File: src/rtl/apple_gen.sv
// Apple placement generator: draws random legal cells from a 16-bit LFSR and publishes the apple.
// Define APPLE_OCC_CHECK_EN to probe body occupancy (PROBE/WAIT) before accepting a cell.
module apple_gen (
  input  logic        CLK_50M,
  input  logic        RST,
  input  logic        eat_pulse,
  input  logic        restart,
  output logic        occ_query_valid,
  output logic [5:0]  occ_query_x,
  output logic [4:0]  occ_query_y,
  input  logic        occ_hit,
  output logic [5:0]  apple_x,
  output logic [4:0]  apple_y,
  output logic        apple_valid,
  output logic        busy,
  output logic [2:0]  state_dbg,
  output logic [15:0] lfsr_dbg
);

  localparam logic [2:0] IDLE  = 3'd0;
  localparam logic [2:0] DRAW  = 3'd1;
  localparam logic [2:0] PLACE = 3'd4;

  localparam logic [5:0]  START_X   = 6'd24;
  localparam logic [4:0]  START_Y   = 5'd10;
  localparam logic [15:0] LFSR_SEED = 16'hACE1;

  logic [2:0]  state;
  logic [15:0] lfsr;
  logic        pending;
  logic [5:0]  draw_x;
  logic [4:0]  draw_y;
  logic        draw_legal;

  assign draw_x     = lfsr[5:0];
  assign draw_y     = lfsr[12:8];
  // Wall ring is excluded: columns 0 and 39, rows 0 and 29.
  assign draw_legal = (draw_x >= 6'd1) && (draw_x <= 6'd38) &&
                      (draw_y >= 5'd1) && (draw_y <= 5'd28);

  assign state_dbg = state;
  assign lfsr_dbg  = lfsr;

  // Fibonacci LFSR, taps 16,14,13,11; free-running in every state.
  always_ff @(posedge CLK_50M or posedge RST) begin
    if (RST) lfsr <= LFSR_SEED;
    else     lfsr <= {lfsr[14:0], lfsr[15] ^ lfsr[13] ^ lfsr[12] ^ lfsr[10]};
  end

`ifdef APPLE_OCC_CHECK_EN
  localparam logic [2:0] PROBE  = 3'd2;
  localparam logic [2:0] WAIT   = 3'd3;
  localparam logic [5:0] FALL_X = 6'd20;
  localparam logic [4:0] FALL_Y = 5'd15;

  logic [4:0] retry;
  logic       fallback;

  // Probe handshake: occ_query_valid is high for exactly the PROBE cycle with the cell on
  // occ_query_x/y; occ_hit is sampled only in the following (WAIT) cycle, no back-pressure.
  assign occ_query_valid = (state == PROBE);
`else
  logic unused_occ_hit;
  assign unused_occ_hit  = occ_hit;
  assign occ_query_valid = 1'b0;
`endif

  always_ff @(posedge CLK_50M or posedge RST) begin
    if (RST) begin
      state       <= IDLE;
      apple_x     <= START_X;
      apple_y     <= START_Y;
      apple_valid <= 1'b1;
      busy        <= 1'b0;
      occ_query_x <= 6'd0;
      occ_query_y <= 5'd0;
      pending     <= 1'b0;
`ifdef APPLE_OCC_CHECK_EN
      retry       <= 5'd0;
      fallback    <= 1'b0;
`endif
    end else if (restart) begin
      state       <= IDLE;
      apple_x     <= START_X;
      apple_y     <= START_Y;
      apple_valid <= 1'b1;
      busy        <= 1'b0;
      pending     <= 1'b0;
`ifdef APPLE_OCC_CHECK_EN
      retry       <= 5'd0;
      fallback    <= 1'b0;
`endif
    end else begin
      if (eat_pulse && busy) pending <= 1'b1;
      case (state)
        IDLE: begin
          if (eat_pulse) begin
            state       <= DRAW;
            apple_valid <= 1'b0;
            busy        <= 1'b1;
`ifdef APPLE_OCC_CHECK_EN
            retry       <= 5'd0;
            fallback    <= 1'b0;
`endif
          end
        end
        DRAW: begin
          // Also ends the one-cycle apple_valid pulse of a back-to-back placement.
          apple_valid <= 1'b0;
          if (draw_legal) begin
            occ_query_x <= draw_x;
            occ_query_y <= draw_y;
`ifdef APPLE_OCC_CHECK_EN
            state       <= PROBE;
`else
            state       <= PLACE;
`endif
          end
        end
`ifdef APPLE_OCC_CHECK_EN
        PROBE: state <= WAIT;
        WAIT: begin
          if (!occ_hit) begin
            state <= PLACE;
          end else if (retry == 5'd30) begin
            retry    <= 5'd31;
            fallback <= 1'b1;
            state    <= PLACE;
          end else begin
            retry <= retry + 5'd1;
            state <= DRAW;
          end
        end
`endif
        PLACE: begin
`ifdef APPLE_OCC_CHECK_EN
          apple_x  <= fallback ? FALL_X : occ_query_x;
          apple_y  <= fallback ? FALL_Y : occ_query_y;
          fallback <= 1'b0;
`else
          apple_x  <= occ_query_x;
          apple_y  <= occ_query_y;
`endif
          apple_valid <= 1'b1;
          // An eat arriving in this very cycle is treated like a pending one.
          if (pending || eat_pulse) begin
            pending <= 1'b0;
            state   <= DRAW;
`ifdef APPLE_OCC_CHECK_EN
            retry   <= 5'd0;
`endif
          end else begin
            busy  <= 1'b0;
            state <= IDLE;
          end
        end
        default: state <= IDLE;
      endcase
    end
  end

endmodule

File: config.mk
export PLATFORM = sky130hd
export DESIGN_NAME = apple_gen
export DESIGN_NICKNAME = d
export VERILOG_FILES = /design/src/rtl/apple_gen.sv
export SDC_FILE = /design/constraint.sdc
export NUM_CORES = 1
export LEC_CHECK = 0
export BUFFER_PORTS_ARGS = -buffer_cell sky130_fd_sc_hd__buf_2
export CORE_MARGIN = 2
export CORE_UTILIZATION = 48
export CTS_BUF_LIST = sky130_fd_sc_hd__clkbuf_4 sky130_fd_sc_hd__clkbuf_8
export DETAILED_ROUTE_END_ITERATION = 8
export GPL_TIMING_DRIVEN = 0
export PLACE_DENSITY = 0.75
export SKIP_CTS_REPAIR_TIMING = 1
export SYNTH_ARGS = -nofsm -noshare
export SYNTH_HDL_FRONTEND = slang
export SYNTH_SLANG_ARGS = --single-unit
File: constraint.sdc
create_clock -name CLK_50M -period 2.49 [get_ports CLK_50M]
set_clock_uncertainty 0.15 [all_clocks]
set_input_delay 0.3735 -clock CLK_50M [delete_from_list [all_inputs] [get_ports CLK_50M]]
set_output_delay 0.3735 -clock CLK_50M [all_outputs]
set_load 0.02 [all_outputs]
* After elaboration in Yosys (flattened, before gate mapping) *
Cells that the tools add are included.

storage, ports and cells
  flip-flop bits (word level) = 44
  bits in latches = 0
  memories kept = 0
  input bits = 5
  logic and storage cells = 55
  bits in writable memories = 0
  memory bits (read-only) = 0

operators by class
  reduce and logical (&&, ||, !) cells = 13
  multiplexer cells = 20
  eq/ne operators = 5
  shifts and indexed selects = 0
  div/mod/pow operators = 0
  bitwise gates (word level) = 4
  magnitude comparators = 4
  multiply operators = 0
  add/sub/neg operators = 0

operator list
  operator                                                            number
  two-way mux 6 bit                                                   2
  two-way mux 1 bit                                                   10
  two-way mux 5 bit                                                   2
  two-way mux 3 bit                                                   3
  != test 3 bit (second input constant)                               3
  case mux 3 bit (3 select lines)                                     1
  greater-or-equal comparator 6 x 1 -> 1 bit (second input constant)  1
  less-or-equal comparator 6 bit (second input constant)              1
  AND reduction 3 bit                                                 2
  greater-or-equal comparator 5 x 1 -> 1 bit (second input constant)  1
  less-or-equal comparator 5 bit (second input constant)              1
  logical AND 1 bit                                                   4
  AND reduction 2 bit                                                 2
  nonzero test 4 bit                                                  1
  == test 3 x 1 -> 1 bit (second input constant)                      1
  == test 3 bit (second input constant)                               1
  logical NOT 3 bit                                                   1
  case mux 1 bit (3 select lines)                                     1
  nonzero test 3 bit                                                  1
  bitwise XOR 1 bit                                                   3
  case mux 1 bit (2 select lines)                                     1
  nonzero test 2 bit                                                  1
  logical OR 1 bit                                                    1
  NOT 1 bit                                                           1

* Logic depth before layout (Yosys ltp) *
  word-level depth = 7
  mapped depth = 5
  mapped depth without buffers = 4

* Worst setup path after synthesis *
OpenSTA, ideal clock, no wires.

  path type = reg-to-reg
  start = reg lfsr[2] (netlist: lfsr_dbg[2])
  end = reg occ_query_x[0]
  arrival = 1648 ps
  period minus slack after synthesis = 1923 ps
  slack = 567 ps
  setup time = 125 ps
  stages on the path, launching flop included = 6
  path buffers = 1
  required time = 2215 ps
  path through = dfrtp_1 > a311o_1 > a22oi_2 > nand4_2 > buf_6 > mux2_4

on the way
  cells in the longest elaborated chain, start to end = 5
  elaborated cells between the ends (all ways) = 6
  those cells by class = order compare: 2; reduce/logical: 4

RTL lines
  item                                                                                                 line  source
  start: declaration                                                                                   29    logic [15:0] lfsr;
  start signal: assignment                                                                             47    else lfsr <= {lfsr[14:0], lfsr[15] ^ lfsr[13] ^ lfsr[12] ^ lfsr[10]};
  greater-or-equal comparator 6 x 1 -> 1 bit / less-or-equal comparator 6 bit (equally long branches)  38    assign draw_legal = (draw_x >= 6'd1) && (draw_x <= 6'd38) &&
  logical AND 1 bit (*) (2 in a row)                                                                   38
  logical AND 1 bit (*)                                                                                39    (draw_y >= 5'd1) && (draw_y <= 5'd28);
  AND reduction 3 bit (no line) (*)                                                                    -
  end signal: assignment                                                                               111   occ_query_x <= draw_x;
  end: declaration                                                                                     9     output logic [5:0] occ_query_x,

Every way passes the cells marked *; elsewhere a longest branch is shown, timed or not.
A chain may end at the register's enable or synchronous reset.

* Worst setup path in the final report *
  start = reg lfsr[2] (netlist: lfsr_dbg[2])
  end = reg occ_query_x[1]

Same word-level chain as after synthesis.

==> insert_results.sql <==
INSERT INTO impl_metrics (metric_group, metric, value, unit) VALUES
('outcome', 'outcome', 'finished, final reports clean', ''),
('global_route', 'antenna_violations_before_repair', '0', ''),
('pwr', 'leakage', '1.086', 'nW'),
('synthesis', 'synth_simple_gate_area_frac', '0.1149', ''),
('timing', 'rsz0062_at_grt', 'false', ''),
('synthesis', 'synth_top_area_cell', 'dfrtp_1', ''),
('route', 'wire_per_inst', '13.44', 'um'),
('synthesis', 'synthXorXnorAreaFrac', '0.01608', ''),
('synthesis', 'synth_sequential_area_ratio', '0.6685', ''),
('synthesis', 'synth_top_area_frac', '0.4594', ''),
('worst_hold_path', 'min_path_type', 'in -> async', ''),
('layout', 'insertedDiodeCount', '0', ''),
('synthesis', 'mean_instance_size_in_the_synthesized_netlist', '12.97', 'um2'),
('floorplan', 'floorplan.initialDensity', '0.4936', ''),
('synthesis', 'synth_compound_gate_area_share', '0.07198', ''),
('route', 'count_of_vias_placed_by_the_detailed_router', '1112', ''),
('timing', 'layout_min_cycle_time', '1.951', 'ns'),
('place', 'dp_hpwl', '2.169', 'mm'),
('route', 'met1Wirelength', '1.388', 'mm'),
('global_route', 'grt_first_pass_wirelength', '5.188', 'mm'),
('route', 'drt_wl_total', '3.038', 'mm'),
('layout', 'post_route_cells_drive_above_1_share', '0.4667', ''),
('synthesis', 'ys_top_cells_by_area', 'dfrtp_1 (46%), dfstp_2 (21%), mux2_4 (8.3%)', ''),
('floorplan', 'die-width', '62.35', 'um'),
('timing', 'max_clock_freq', '0.5126', 'GHz'),
('clock_network', 'cts_buffers', '5', ''),
('clock_network', 'clock-sinks', '43', ''),
('critical_path', 'cp.required', '2.58', 'ns'),
('timing', 'pins_over_slew_limit', '0', ''),
('global_route', 'vias_in_the_first_global_route', '1091', ''),
('route', 'routed_via_density', '4.920', ''),
('critical_path', 'worst-path-buf-inv', '1', ''),
('global_route', 'grt-ovfl-total', '0', ''),
('critical_path', 'cp_cell_sequence', 'a311o_1 -> a22oi_2 -> nand4_2 -> buf_6 -> mux2_4', ''),
('clock_network', 'clock_tree.buffer_depth', '2', ''),
('pwr', 'p_per_area', '603.9', 'nW/um2'),
('floorplan', 'ioPinCount', '49', ''),
('place', 'pre_cts_ws', '0.5468', 'ns'),
('critical_path', 'r2r_start', 'lfsr_dbg[2]', ''),
('synthesis', 'postSynthCellCount', '126', ''),
('synthesis', 'synth-edff-count', '0', ''),
('timing', 'worst_slew_pin_slew', '0.8392', 'ns'),
('critical_path', 'crit_slowest_cell', 'dfrtp_1', ''),
('timing', 'timing.final.hold_violations', '0', ''),
('synthesis', 'synth_adder_area_share', '0', ''),
('clock_network', 'tritoncts', 'built', ''),
('critical_path', 'timing.reg2reg.worst_path_depth', '5', ''),
('critical_path', 'critPathArrivalTime', '2.04', 'ns'),
('synthesis', 'number_of_warning_messages_in_the_yosys_log', '0', ''),
('clock_network', 'clockRootBuffer', 'clkbuf_4', ''),
('clock_network', 'clk-insertion-delay-late', '0.35', 'ns'),
('timing', 'timing.final.ws_setup', '0.5391', 'ns'),
('layout', 'most_frequent_standard_cell_in_the_layout_excluding_fill_and_tap_cells', 'buf_2', ''),
('place', 'gp_congestion', '0.7720', ''),
('layout', 'fill_cells', '290', ''),
('critical_path', 'worstSetupPathType', 'reg -> reg', ''),
('synthesis', 'main_combinational_cell_family_by_area_after_synthesis', 'simple AND/OR/NAND/NOR gates', ''),
('synthesis', 'synthFlopType', 'dfrtp_1', ''),
('layout', 'nets_final', '184', ''),
('global_route', 'grt_util_all_layers', '0.1748', ''),
('route', 'met3_length', '180', 'um'),
('route', 'ant_nets', '0', ''),
('clock_network', 'clkTransAtPathRegs', '0.12', 'ns'),
('route', 'highest-signal-layer', 'met4', ''),
('layout', 'final_cell_mix', 'buf_2 (45), dfrtp_1 (30), nand2_1 (25)', ''),
('critical_path', 'crit_family', 'compound AO/OA/AOI/OAI gates', ''),
('floorplan', 'floorplan.core_area', '3311', 'um2'),
('pwr', 'peakVddDrop', '0.3905', 'mV'),
('route', 'wl_met2', '1.421', 'mm'),
('synthesis', 'postSynth.asyncResetShare', '1.000', ''),
('timing', 'setup_tns', '0', 'ns');
kinds of logic after synthesis:
family | Yosys count
buffers and inverters | 9
other | 1
AO/OA/AOI/OAI | 18
XOR/XNOR | 3
flip-flops | 43
AND/OR/NAND/NOR | 41
multiplexers | 11
routing by layer:
metal,track usage,vias up
met5,0,-
li1,-,522
met1,0.2297,551
met4,0.07222,0
met3,0.06884,5
met2,0.2609,34
where the power goes:
group | internal [mW] | total, mW | leakage (nW) | switching, mW
clock | 0.237 | 0.455 | 0.0482 | 0.218
combinational | 0.0138 | 0.0465 | 0.486 | 0.0327
sequential | 0.705 | 0.710 | 0.552 | 0.00498
worst max path at each step:
| stage | from | to | slack [ns] | depth (start not counted) |
|---|---|---|---|---|
| floorplan | lfsr_dbg[2] | occ_query_x[0] | 0.57 | 5 |
| global placement | RST | apple_y[2] | 0.56 | 2 |
| global route | lfsr_dbg[2] | occ_query_x[1] | 0.46 | 5 |
| finish | lfsr_dbg[2] | occ_query_x[1] | 0.54 | 5 |
| CTS | lfsr_dbg[2] | occ_query_x[1] | 0.53 | 5 |
| detailed placement | lfsr_dbg[2] | occ_query_x[1] | 0.55 | 5 |
cell type report:
cell class	instances	area, um2	area share
plain buffers	6	37.54	0.01870
clock buffers	6	51.30	0.02556
clock inverters	2	35.03	0.01746
inverters	3	11.26	0.005611
multi-input cells	75	496.7	0.2475
flip-flops and latches	43	1092	0.5443
well taps	46	57.56	0.02868
repair buffers	45	225.2	0.1122
sequential cells by signal, summed over array words and instances (netlist names):
register     count
apple_x          6
apple_y          5
pending          1
occ_query_y      5
lfsr_dbg        16
busy             1
apple_valid      1
state_dbg        2
occ_query_x      6
synthesized netlist by cell type, drive strengths merged, types with 2 or more instances:
master,n
nor2,6
nand3b,4
nand2,25
dfrtp,30
xnor2,2
nor3,2
dfstp,13
buf,3
a21oi,10
inv,3
mux2,11
clkbuf,3
per-stage QoR:
step,power [mW],hold WS [ns],util,instances,area (um2)
after floorplan,0.7551,0.2514,-,127,1638
after detailed placement,0.7700,0.2111,0.5801,218,1921
after global routing,1.267,0.09524,0.6062,226,2007
final,1.212,0.03124,0.6062,226,2007
after global placement,0.7681,0.2076,0.5801,218,1921
after CTS,1.222,0.05054,0.6062,226,2007
(Power assumes the default switching activity.)
